**config.mk**
```make
export PLATFORM = sky130hd
export DESIGN_NAME = fetch_stage
export DESIGN_NICKNAME = d
export VERILOG_FILES = /design/src/rtl/fetch_stage_pkg.sv /design/src/rtl/fetch_stage_branch_predictor.sv /design/src/rtl/fetch_stage.sv
export SDC_FILE = /design/constraint.sdc
export NUM_CORES = 1
export LEC_CHECK = 0
export BUFFER_PORTS_ARGS = -buffer_cell sky130_fd_sc_hd__buf_2
export CORE_MARGIN = 10
export CORE_UTILIZATION = 45
export DETAILED_ROUTE_END_ITERATION = 8
export GPL_ROUTABILITY_DRIVEN = 0
export PLACE_DENSITY_LB_ADDON = 0.15
export SLEW_MARGIN = 20
export SYNTH_ARGS = -nofsm -noshare
export SYNTH_HDL_FRONTEND = slang
export SYNTH_HIERARCHICAL = 1
export SYNTH_SLANG_ARGS = --single-unit
```
**constraint.sdc**
```tcl
create_clock -name clk -period 5.8 [get_ports clk]
set_input_delay 1.45 -clock clk [delete_from_list [all_inputs] [get_ports clk]]
set_output_delay 1.45 -clock clk [all_outputs]
set_load 0.05 [all_outputs]
```
**src/rtl/fetch_stage_pkg.sv**
```systemverilog
// -----------------------------------------------------------------------------
// fetch_stage_pkg
//  Shared constants and types for the IF stage and its branch predictor.
//  Contents:
//   NOP_INST      canonical bubble instruction (addi x0,x0,0)
//   RESET_PC_DEF  default reset program counter
//   bht_state_t   2-bit branch history counter encodings (SNT/WNT/WT/ST)
//   bht_next()    saturating counter update
// -----------------------------------------------------------------------------
package fetch_stage_pkg;

    localparam logic [31:0] NOP_INST     = 32'h0000_0013;
    localparam logic [31:0] RESET_PC_DEF = 32'h0000_0000;

    typedef enum logic [1:0] {
        SNT = 2'b00,   // strongly not-taken
        WNT = 2'b01,   // weakly not-taken (reset state)
        WT  = 2'b10,   // weakly taken
        ST  = 2'b11    // strongly taken
    } bht_state_t;

    // Saturating increment on taken, decrement on not-taken.
    function automatic bht_state_t bht_next(input bht_state_t cur, input logic taken);
        bht_state_t res;
        res = cur;
        if (taken) begin
            if (cur != ST) res = bht_state_t'(cur + 2'd1);
        end else begin
            if (cur != SNT) res = bht_state_t'(cur - 2'd1);
        end
        return res;
    endfunction

endpackage

```
**src/rtl/fetch_stage_branch_predictor.sv**
```systemverilog
// -----------------------------------------------------------------------------
// fetch_stage_branch_predictor
//  Direct-mapped BTB plus 2-bit BHT, 2**IDX_W entries, indexed by pc[IDX_W+1:2].
//  Lookup is combinational from the stored state, so a same-cycle update of
//  the looked-up entry is only visible from the next cycle on.
//  Ports:
//   clk, rst         clock, asynchronous active-high reset
//   lookup_pc        PC being fetched
//   pred_taken       BTB hit and counter predicts taken
//   pred_npc         predicted next PC (target or lookup_pc+4)
//   upd_valid        a resolved branch/jal is being reported
//   upd_pc           PC of the resolved instruction
//   upd_taken        resolved direction
//   upd_target       resolved taken target
// -----------------------------------------------------------------------------
module fetch_stage_branch_predictor
    import fetch_stage_pkg::*;
#(
    parameter int IDX_W = 6
) (
    input  logic        clk,
    input  logic        rst,
    input  logic [31:0] lookup_pc,
    output logic        pred_taken,
    output logic [31:0] pred_npc,
    input  logic        upd_valid,
    input  logic [31:0] upd_pc,
    input  logic        upd_taken,
    input  logic [31:0] upd_target
);

    localparam int N     = 1 << IDX_W;
    localparam int TAG_W = 30 - IDX_W;

    logic [IDX_W-1:0] lk_idx;
    logic [TAG_W-1:0] lk_tag;
    logic [IDX_W-1:0] upd_idx;
    logic [TAG_W-1:0] upd_tag;

    assign lk_idx  = lookup_pc[IDX_W+1:2];
    assign lk_tag  = lookup_pc[31:IDX_W+2];
    assign upd_idx = upd_pc[IDX_W+1:2];
    assign upd_tag = upd_pc[31:IDX_W+2];

    // Word-aligned addresses: the low two bits carry no information here.
    logic unused_low_bits;
    assign unused_low_bits = ^{upd_pc[1:0], upd_target[1:0]};

    logic [1:0]       bht_q   [N];
    logic             valid_q [N];
    logic [TAG_W-1:0] tag_q   [N];
    logic [29:0]      tgt_q   [N];

    genvar gi;
    generate
        for (gi = 0; gi < N; gi++) begin : g_entry
            bht_state_t       cnt_reg;
            logic             valid_reg;
            logic [TAG_W-1:0] tag_reg;
            logic [29:0]      tgt_reg;
            logic             sel;

            assign sel = upd_valid && (upd_idx == IDX_W'(gi));

            always_ff @(posedge clk or posedge rst) begin
                if (rst) begin
                    cnt_reg   <= WNT;
                    valid_reg <= 1'b0;
                    tag_reg   <= '0;
                    tgt_reg   <= '0;
                end else if (sel) begin
                    cnt_reg <= bht_next(cnt_reg, upd_taken);
                    // A not-taken outcome leaves the BTB entry alone.
                    if (upd_taken) begin
                        valid_reg <= 1'b1;
                        tag_reg   <= upd_tag;
                        tgt_reg   <= upd_target[31:2];
                    end
                end
            end

            assign bht_q[gi]   = cnt_reg;
            assign valid_q[gi] = valid_reg;
            assign tag_q[gi]   = tag_reg;
            assign tgt_q[gi]   = tgt_reg;
        end
    endgenerate

    logic       hit;
    logic [1:0] lk_cnt;

    assign lk_cnt     = bht_q[lk_idx];
    assign hit        = valid_q[lk_idx] && (tag_q[lk_idx] == lk_tag);
    assign pred_taken = hit && lk_cnt[1];
    assign pred_npc   = pred_taken ? {tgt_q[lk_idx], 2'b00} : (lookup_pc + 32'd4);

endmodule

```
**src/rtl/fetch_stage.sv**
```systemverilog
// -----------------------------------------------------------------------------
// fetch_stage
//  IF stage: PC register, next-PC selection and IF/ID pipeline registers.
//  Instruction memory is read combinationally at imem_addr; the word is
//  registered into IF/ID on the following edge.
//  Next PC priority: trap_redirect > br_redirect > keep > prediction.
//  Build option: FETCH_BPRED_EN instantiates the BTB/BHT predictor; without it
//  the stage always predicts pc+4 and ignores the upd_* inputs.
//  Ports:
//   clk, rst            clock, asynchronous active-high reset
//   keep                stall: hold PC and IF/ID
//   nop                 flush IF/ID to a bubble (PC still advances)
//   trap_redirect/pc    CSR trap or mret redirect
//   br_redirect/br_pc   execute mispredict redirect
//   upd_*               predictor training from execute
//   imem_addr/rdata     instruction memory interface
//   PC_pype0, PCp4_pype0, Instraction_pype, is_branch_predict, PC_Np_pype0
//                       IF/ID register outputs read by decode
// -----------------------------------------------------------------------------
module fetch_stage
    import fetch_stage_pkg::*;
#(
    parameter logic [31:0] RESET_PC = RESET_PC_DEF,
    parameter int          BP_IDX_W = 6
) (
    input  logic        clk,
    input  logic        rst,
    input  logic        keep,
    input  logic        nop,
    input  logic        trap_redirect,
    input  logic [31:0] trap_pc,
    input  logic        br_redirect,
    input  logic [31:0] br_pc,
    input  logic        upd_valid,
    input  logic [31:0] upd_pc,
    input  logic        upd_taken,
    input  logic [31:0] upd_target,
    output logic [31:0] imem_addr,
    input  logic [31:0] imem_rdata,
    output logic [31:0] PC_pype0,
    output logic [31:0] PCp4_pype0,
    output logic [31:0] Instraction_pype,
    output logic        is_branch_predict,
    output logic [31:0] PC_Np_pype0
);

    logic [31:0] pc_reg;
    logic [31:0] pc_next;
    logic [31:0] pc_plus4;
    logic        pred_taken;
    logic [31:0] pred_npc;

    assign pc_plus4  = pc_reg + 32'd4;
    assign imem_addr = pc_reg;

`ifdef FETCH_BPRED_EN
    fetch_stage_branch_predictor #(
        .IDX_W      (BP_IDX_W)
    ) u_bpred (
        .clk        (clk),
        .rst        (rst),
        .lookup_pc  (pc_reg),
        .pred_taken (pred_taken),
        .pred_npc   (pred_npc),
        .upd_valid  (upd_valid),
        .upd_pc     (upd_pc),
        .upd_taken  (upd_taken),
        .upd_target (upd_target)
    );
`else
    localparam int unused_bp_idx_w = BP_IDX_W;
    logic unused_upd;
    assign unused_upd = ^{upd_valid, upd_pc, upd_taken, upd_target};
    assign pred_taken = 1'b0;
    assign pred_npc   = pc_plus4;
`endif

    always_comb begin
        pc_next = pc_reg;
        if (trap_redirect)    pc_next = {trap_pc[31:2], 2'b00};
        else if (br_redirect) pc_next = {br_pc[31:2], 2'b00};
        else if (keep)        pc_next = pc_reg;
        else                  pc_next = {pred_npc[31:2], 2'b00};
    end

    always_ff @(posedge clk or posedge rst) begin
        if (rst) pc_reg <= {RESET_PC[31:2], 2'b00};
        else     pc_reg <= pc_next;
    end

    // A redirect kills the instruction currently being fetched, even when
    // decode is stalling, so it takes precedence over keep.
    always_ff @(posedge clk or posedge rst) begin
        if (rst) begin
            PC_pype0          <= '0;
            PCp4_pype0        <= '0;
            Instraction_pype  <= NOP_INST;
            is_branch_predict <= 1'b0;
            PC_Np_pype0       <= '0;
        end else if (trap_redirect || br_redirect || nop) begin
            PC_pype0          <= '0;
            PCp4_pype0        <= '0;
            Instraction_pype  <= NOP_INST;
            is_branch_predict <= 1'b0;
            PC_Np_pype0       <= '0;
        end else if (!keep) begin
            PC_pype0          <= pc_reg;
            PCp4_pype0        <= pc_plus4;
            Instraction_pype  <= imem_rdata;
            is_branch_predict <= pred_taken;
            PC_Np_pype0       <= {pred_npc[31:2], 2'b00};
        end
    end

endmodule

```
==> results of run 1 <==
[metal layers]
layer,vias up,share of wire
met3,50,0.080
met4,2,0.023
met2,310,0.48
met5,-,0.00032
li1,2804,-
met1,2977,0.41
[worst max-delay path: stages]
cell and delay [ps]:
buf_2 420, buf_4 450, nor2_1 90, buf_4 230
nand2_1 320, o31ai_1 130, a221o_1 310
[worst max-delay path by stage]
| stage | from | end |
|---|---|---|
| 2_1_floorplan | rst | Instraction_pype[10]$_DFFE_PP0P_ |
| 3_3_place_gp | trap_redirect | imem_addr[9]$_DFFE_PP0P_ |
| 3_5_place_dp | trap_redirect | imem_addr[9]$_DFFE_PP0P_ |
| 4_1_cts | trap_redirect | imem_addr[9]$_DFFE_PP0P_ |
| 5_1_grt | trap_redirect | imem_addr[9]$_DFFE_PP0P_ |
| 6_report | trap_redirect | imem_addr[9]$_DFFE_PP0P_ |
[stage by stage]
| step | hold WS (ps) | worst slack (ps) |
|---|---|---|
| detailed placement | 453.5 | 2276 |
| finish | 464.1 | 2677 |
| CTS | 468.7 | 2707 |
| global route | 482.6 | 2544 |
| floorplan | 673.1 | 1112 |
| global placement | 450.6 | 2310 |
[synth_stat cells (3+ instances only)]
| master | n | area, um^2 |
|---|---|---|
| or4_1 | 15 | 112.6 |
| a22o_1 | 48 | 420.4 |
| a221o_1 | 5 | 50.05 |
| o22ai_1 | 5 | 31.28 |
| o22a_1 | 3 | 26.28 |
| nor3_1 | 14 | 70.07 |
| inv_1 | 17 | 63.81 |
| dfrtp_1 | 119 | 2978 |
| and3_1 | 4 | 25.02 |
| o311ai_0 | 4 | 35.03 |
| dfstp_2 | 3 | 78.83 |
| nand3_1 | 31 | 155.2 |
| mux2i_1 | 3 | 30.03 |
| and4_1 | 3 | 26.28 |
| buf_1 | 11 | 41.29 |
| nand3b_1 | 11 | 82.58 |
| clkbuf_2 | 5 | 25.02 |
| nor2_1 | 25 | 93.84 |
| xnor2_1 | 13 | 113.9 |
| o211ai_1 | 17 | 127.6 |
| nor4b_1 | 3 | 26.28 |
| a211o_1 | 6 | 52.55 |
| xor2_1 | 3 | 26.28 |
| or3_1 | 4 | 25.02 |
| a211oi_1 | 5 | 37.54 |
| or2_2 | 3 | 18.77 |
| nor4_1 | 15 | 93.84 |
| a221oi_1 | 3 | 26.28 |
| buf_4 | 40 | 300.3 |
| a22oi_1 | 5 | 37.54 |
| a21oi_1 | 36 | 180.2 |
| nand2_1 | 79 | 296.5 |
| nand4_1 | 13 | 81.33 |
| buf_2 | 8 | 40.04 |
| clkbuf_1 | 38 | 142.6 |
| o21ai_0 | 24 | 120.1 |
[power by group]
group          switching (mW)  leakage [nW]  internal [mW]
combinational           0.300          2.19          0.109
sequential             0.0673          1.62          0.887
clock                   0.383         0.285          0.664
[cell type report]
class / count / share of cell area
Timing Repair Buffer: 262 / 0.1671
Antenna cell: 2 / 0.0006224
Tap cell: 180 / 0.02801
Clock buffer: 21 / 0.05850
Clock inverter: 11 / 0.01494
Inverter: 17 / 0.008246
Multi-Input combinational cell: 438 / 0.3425
Sequential cell: 122 / 0.3801
[state kept, by name (all words and copies together), names as in the netlist]
signal            cells
imem_addr            30
PCp4_pype0           30
PC_pype0             30
Instraction_pype     32
[logic make-up (layout without fill, tap and decap cells)]
family / count (synthesis) / after routing
AOI/OAI and AO/OA: 177 / 177
xor gates and xnor gates: 16 / 16
and+or+nand+nor: 232 / 232
buffers and inverters: 119 / 311
other: 1 / 11
muxes: 3 / 3
adders and majority gates: 1 / 1
DFF: 122 / 122
==> results.json, run 1 <==
{
  "ios": 329,
  "muxShareOfSynthArea": 0.004717,
  "clk_pin_slew_worst_paths_ps": 60,
  "reg2reg_slack_ps": 2810,
  "dr_total_vias": 6143,
  "hp-class": "register to register",
  "cp_data_required_time_ps": 6090,
  "status": "finished clean",
  "ff_latch_area_um2": 3057,
  "dp.cells": 1019,
  "die_x_um": 138.9,
  "seq_area_frac_synth": 0.4801,
  "critPathKind": "primary input to register",
  "cts_max_level": 4,
  "worst_ep_arrival_time_ps": 3420,
  "min_from": "PC_pype0[28]$_DFFE_PP0P_",
  "final_cells": 1053,
  "synth_ff_type": "dfrtp_1",
  "layout_commonest_cell": "buf_2",
  "async_flop_share": 1.000,
  "fin_area_um2": 8041,
  "dieArea_um2": 19300,
  "yosys_warnings": 6,
  "drc": 0,
  "met2_usage": 0.3520,
  "holdPathStages": 2,
  "grt_pass1_vias": 6044,
  "vdd_drop_max_mv": 0.1591,
  "grt_busiest_layer": "met2",
  "final_cell_mix": "249 x buf_2, 119 x dfrtp_1, 79 x nand2_1, 48 x a22o_1, 36 x a21oi_1",
  "reg2regPathDepth": 4,
  "numCtsBuffers": 17,
  "r2r-start": "imem_addr[7]$_DFFE_PP0P_",
  "fin_crit_ps": 3123,
  "routedWlPerCell_um": 20.78,
  "synth-simple-area-share": 0.1922,
  "dpl-instance-area_um2": 7446,
  "cp_max_fo": 33,
  "slew_headroom": 0.3456,
  "fin_crit_sh": 0.5384,
  "clockBufferDepth": 2,
  "endpoint_kind": "register",
  "fmax_mhz": 320.2,
  "syn-cell-area_um2": 6366,
  "postCtsHoldBufs": 0,
  "final_net_count": 1027,
  "routed_via_density": 5.834,
  "r2r-end": "imem_addr[27]$_DFFE_PP0P_",
  "worstMarginPinSlew_ps": 981.5,
  "syn_area_per_cell_um2": 9.487,
  "ys_seq_elements": 122,
  "rsz0062_at_grt": "no",
  "synth_compound_area_frac": 0.2020,
  "met1_usage": 0.2689,
  "cts_resized": 0,
  "slew_violations": 0,
  "synth_enable_flop_cells": 0,
  "drtPass1Iterations": 5,
  "track_usage": 0.2171,
  "die_h_um": 138.9,
  "cts_root_buf": "clkbuf_16",
  "synth_cell_types": 62,
  "grt_max_degree": 78,
  "total_power_mw": 2.410,
  "first_iter_violations": 416,
  "synth_fa_ha_area_frac": 0.001965,
  "drv_cap": 0,
  "setup_tns_ps": 0,
  "clock_latency_ps": 420,
  "start_util": 0.4586,
  "core_region_area_um2": 13880,
  "hold_viol": 0,
  "clkSinkCount": 122,
  "fillers": 1261,
  "drt_wl_total_um": 21880,
  "drtAntennaViolNets": 0,
  "power.density_nw_per_um2": 299.7,
  "drive_gt1_frac": 0.3536,
  "synth_top_family_by_area": "compound AO/OA/AOI/OAI gates",
  "multi_input_comb_area_um2": 2754,
  "rows": 43,
  "cts_setup_buffers": 0,
  "setup_violations": 0,
  "synth_xor_area_frac": 0.02201,
  "synth_cells": 671,
  "grt_pass1_wl_um": 34290,
  "dpl.hpwl_um": 15640,
  "port_buffers": 249,
  "area_growth_pct": 26.32,
  "holdPathEnd": "PC_pype0[28]$_DFFE_PP0P_",
  "overflow": 0,
  "cts_tree": "done",
  "fin_util": 0.5793,
  "grtUsageMet3": 0.06164,
  "p_leak_nw": 4.092,
  "skew_ps": 9.211,
  "start_kind": "primary input",
  "antenna_found_initial": 3
}
(Power assumes the default switching activity.)
==> run 2: changes to the inputs <==
--- a/config.mk
+++ b/config.mk
@@ -5,6 +5,7 @@
 export SDC_FILE = /design/constraint.sdc
 export NUM_CORES = 1
 export LEC_CHECK = 0
+export ABC_AREA = 1
 export BUFFER_PORTS_ARGS = -buffer_cell sky130_fd_sc_hd__buf_2
 export CORE_MARGIN = 10
 export CORE_UTILIZATION = 45
==> constraint.sdc (replaced) <==
create_clock -name clk -period 2.9 [get_ports clk]
set_input_delay 0.725 -clock clk [delete_from_list [all_inputs] [get_ports clk]]
set_output_delay 0.725 -clock clk [all_outputs]
set_load 0.05 [all_outputs]
==> run 2 against run 1 <==
Compared with the run above: critical path depth is 1 lower; die area fell by 2.1%; combinational power grew to 2.5 times the previous value; power increased by 100%; global-route usage down 0.35 points; largest power group unchanged; flip-flop and latch count unchanged.
==> results.json, run 2 <==
{
  "fin_crit_sh": 0.7156,
  "grt_pass1_wl_um": 31260,
  "yosysTopAreaCell": "dfrtp_1",
  "syn-cell-area_um2": 6213,
  "final_cell_mix": "249 x buf_2, 145 x nand2_1, 119 x dfrtp_1, 103 x nor2_1, 58 x o21ai_0",
  "track_usage": 0.2136,
  "reg2regPathDepth": 8,
  "power.density_nw_per_um2": 617.2,
  "synth_area_leaders": "dfrtp_1 48%, nand2_1 8.8%, nor2_1 6.2%, a22o_1 5.4%, buf_4 4.8%",
  "drtAntennaViolNets": 0,
  "synth_top_family_by_area": "simple AND/OR/NAND/NOR gates",
  "dp.cells": 1109,
  "synth_fa_ha_area_frac": 0.002014,
  "drtPass1Iterations": 5,
  "status": "finished clean",
  "largest_reg_flops": 32,
  "dpl.hpwl_um": 16090,
  "regMostFlops": "Instraction_pype",
  "synth-simple-area-share": 0.2010,
  "worstMarginPinSlew_ps": 661.9,
  "critPathKind": "primary input to register",
  "synth_compound_area_frac": 0.1841,
  "worst_ep_arrival_time_ps": 2410,
  "die_h_um": 137.5,
  "antenna_found_initial": 0,
  "clock_latency_ps": 410,
  "drv_cap": 0,
  "clkSinkCount": 122,
  "die_x_um": 137.5,
  "diodes": 0,
  "cp_data_required_time_ps": 3230,
  "clk_pin_slew_worst_paths_ps": 50,
  "routed_via_density": 5.113,
  "synth_ff_type": "dfrtp_1",
  "syn_area_per_cell_um2": 8.419,
  "cts_resized": 0,
  "postCtsHoldBufs": 0,
  "hold_viol": 0,
  "final_net_count": 1121,
  "cts_max_level": 4,
  "r2r-end": "PCp4_pype0[30]$_DFFE_PP0P_",
  "setup_ws_ps": 824.8,
  "place_ws_ps": 392.7,
  "port_buffers": 249,
  "cts_setup_buffers": 0,
  "muxShareOfSynthArea": 0,
  "skew_ps": 12.82,
  "rsz0062_at_grt": "no",
  "cts_root_buf": "clkbuf_16",
  "drive_gt1_frac": 0.3181,
  "dr_total_vias": 5834,
  "endpoint_kind": "register",
  "synth_enable_flop_cells": 0,
  "first_iter_violations": 465,
  "slew_violations": 0,
  "dieArea_um2": 18910,
  "p_leak_nw": 4.394,
  "yosys_warnings": 6,
  "slew_headroom": 0.5581,
  "ys_seq_elements": 122,
  "cts_tree": "done",
  "r2r-start": "imem_addr[2]$_DFFE_PP0P_",
  "clockBufferDepth": 2,
  "final_cells": 1141,
  "synth.most_common_cell": "nand2_1",
  "reg2reg_slack_ps": 1020,
  "total_power_mw": 4.866,
  "synth_xor_area_frac": 0.009867,
  "drc": 0,
  "start_util": 0.4637,
  "numCtsBuffers": 17,
  "synth_commonest_cells": "145 x nand2_1, 119 x dfrtp_1, 103 x nor2_1, 58 x o21ai_0, 57 x a21oi_1",
  "synth_top_area_share": 0.4793,
  "hp-class": "primary input to asynchronous set/reset pin",
  "routedWlPerCell_um": 18.30,
  "fmax_mhz": 481.9,
  "overflow": 0,
  "setup_tns_ps": 0,
  "drt_wl_total_um": 20880,
  "layout_commonest_cell": "buf_2",
  "vdd_drop_max_mv": 0.4428,
  "rows": 42,
  "async_flop_share": 1.000,
  "start_kind": "primary input",
  "grt_pass1_vias": 5605,
  "synth_cell_types": 31,
  "fin_crit_ps": 2075,
  "grt_max_degree": 59,
  "cp_max_fo": 38,
  "synth_cells": 738,
  "ios": 329,
  "area_growth_pct": 26.88,
  "core_region_area_um2": 13400,
  "seq_area_frac_synth": 0.4919,
  "setup_violations": 0
}
-- run 2: changes by cell type after synthesis, moves of 15 or more --
| cell | previous run | this run |
|---|---|---|
| nor2_1 | 25 | 103 |
| nand2_1 | 79 | 145 |
| o21ai_0 | 24 | 58 |
| inv_1 | 17 | 47 |
| clkbuf_1 | 38 | 9 |
| a21oi_1 | 36 | 57 |
| nor4_1 | 15 | 0 |
| o211ai_1 | 17 | 2 |
| or4_1 | 15 | 0 |
-- run 2: final cells by class --
class	instances	area, um^2
Clock buffer	26	499.2
Clock inverter	6	38.79
Fill cell	1246	5517
Inverter	49	187.7
Multi-Input combinational cell	500	2500
Sequential cell	122	3057
Tap cell	176	220.2
Timing Repair Buffer	262	1381
-- run 2: power breakdown --
| group | switching [mW] | internal (mW) | total (mW) |
|---|---|---|---|
| Sequential | 0.102 | 1.80 | 1.90 |
| Combinational | 0.789 | 0.252 | 1.04 |
| Clock | 0.746 | 1.18 | 1.93 |
| Total | 1.64 | 3.23 | 4.87 |
-- run 2: logic make-up (layout without fill, tap and decap cells) --
logic type / Yosys count / count (layout)
buf+inv: 124 / 343
fa+ha+maj: 1 / 1
compound gates: 184 / 184
xor+xnor: 7 / 7
other cells: 1 / 9
simple gates: 299 / 299
flops: 122 / 122
-- run 2: through the flow --
step / area [um^2] / utilization / hold WS [ps]
after floorplan: 6247 / - / 640.7
after global placement: 7346 / 0.5482 / 461.7
after detailed placement: 7346 / 0.5482 / 468.5
after CTS: 7884 / 0.5883 / 224.9
after global routing: 7884 / 0.5883 / 233.3
final: 7884 / 0.5883 / 233.9
-- run 2: how the worst max path moves through the flow --
stage          slack, ps  depth (start not counted)                               end        start
2_1_floorplan        680                          1  Instraction_pype[10]$_DFFE_PP0P_          rst
3_3_place_gp         380                          6  Instraction_pype[25]$_DFFE_PP0P_  br_redirect
3_5_place_dp         390                          6  Instraction_pype[28]$_DFFE_PP0P_  br_redirect
4_1_cts              820                          6  Instraction_pype[28]$_DFFE_PP0P_  br_redirect
5_1_grt              690                          6   Instraction_pype[2]$_DFFE_PP0P_  br_redirect
6_report             820                          6  Instraction_pype[28]$_DFFE_PP0P_  br_redirect
-- run 2: worst max-delay path, stage by stage --
cell	delay, ps
buf_2	290
nor2_4	70
nand2_4	160
nand3_2	290
inv_2	590
a22o_1	240
-- run 2: per-layer routing --
| metal | share of wire | vias up | GRT usage |
|---|---|---|---|
| li1 | - | 2826 | - |
| met1 | 0.43 | 2736 | 0.2845 |
| met2 | 0.46 | 260 | 0.3369 |
| met3 | 0.11 | 12 | 0.05608 |
| met4 | 0.0071 | 0 | 0.05621 |
| met5 | 0 | - | 0 |
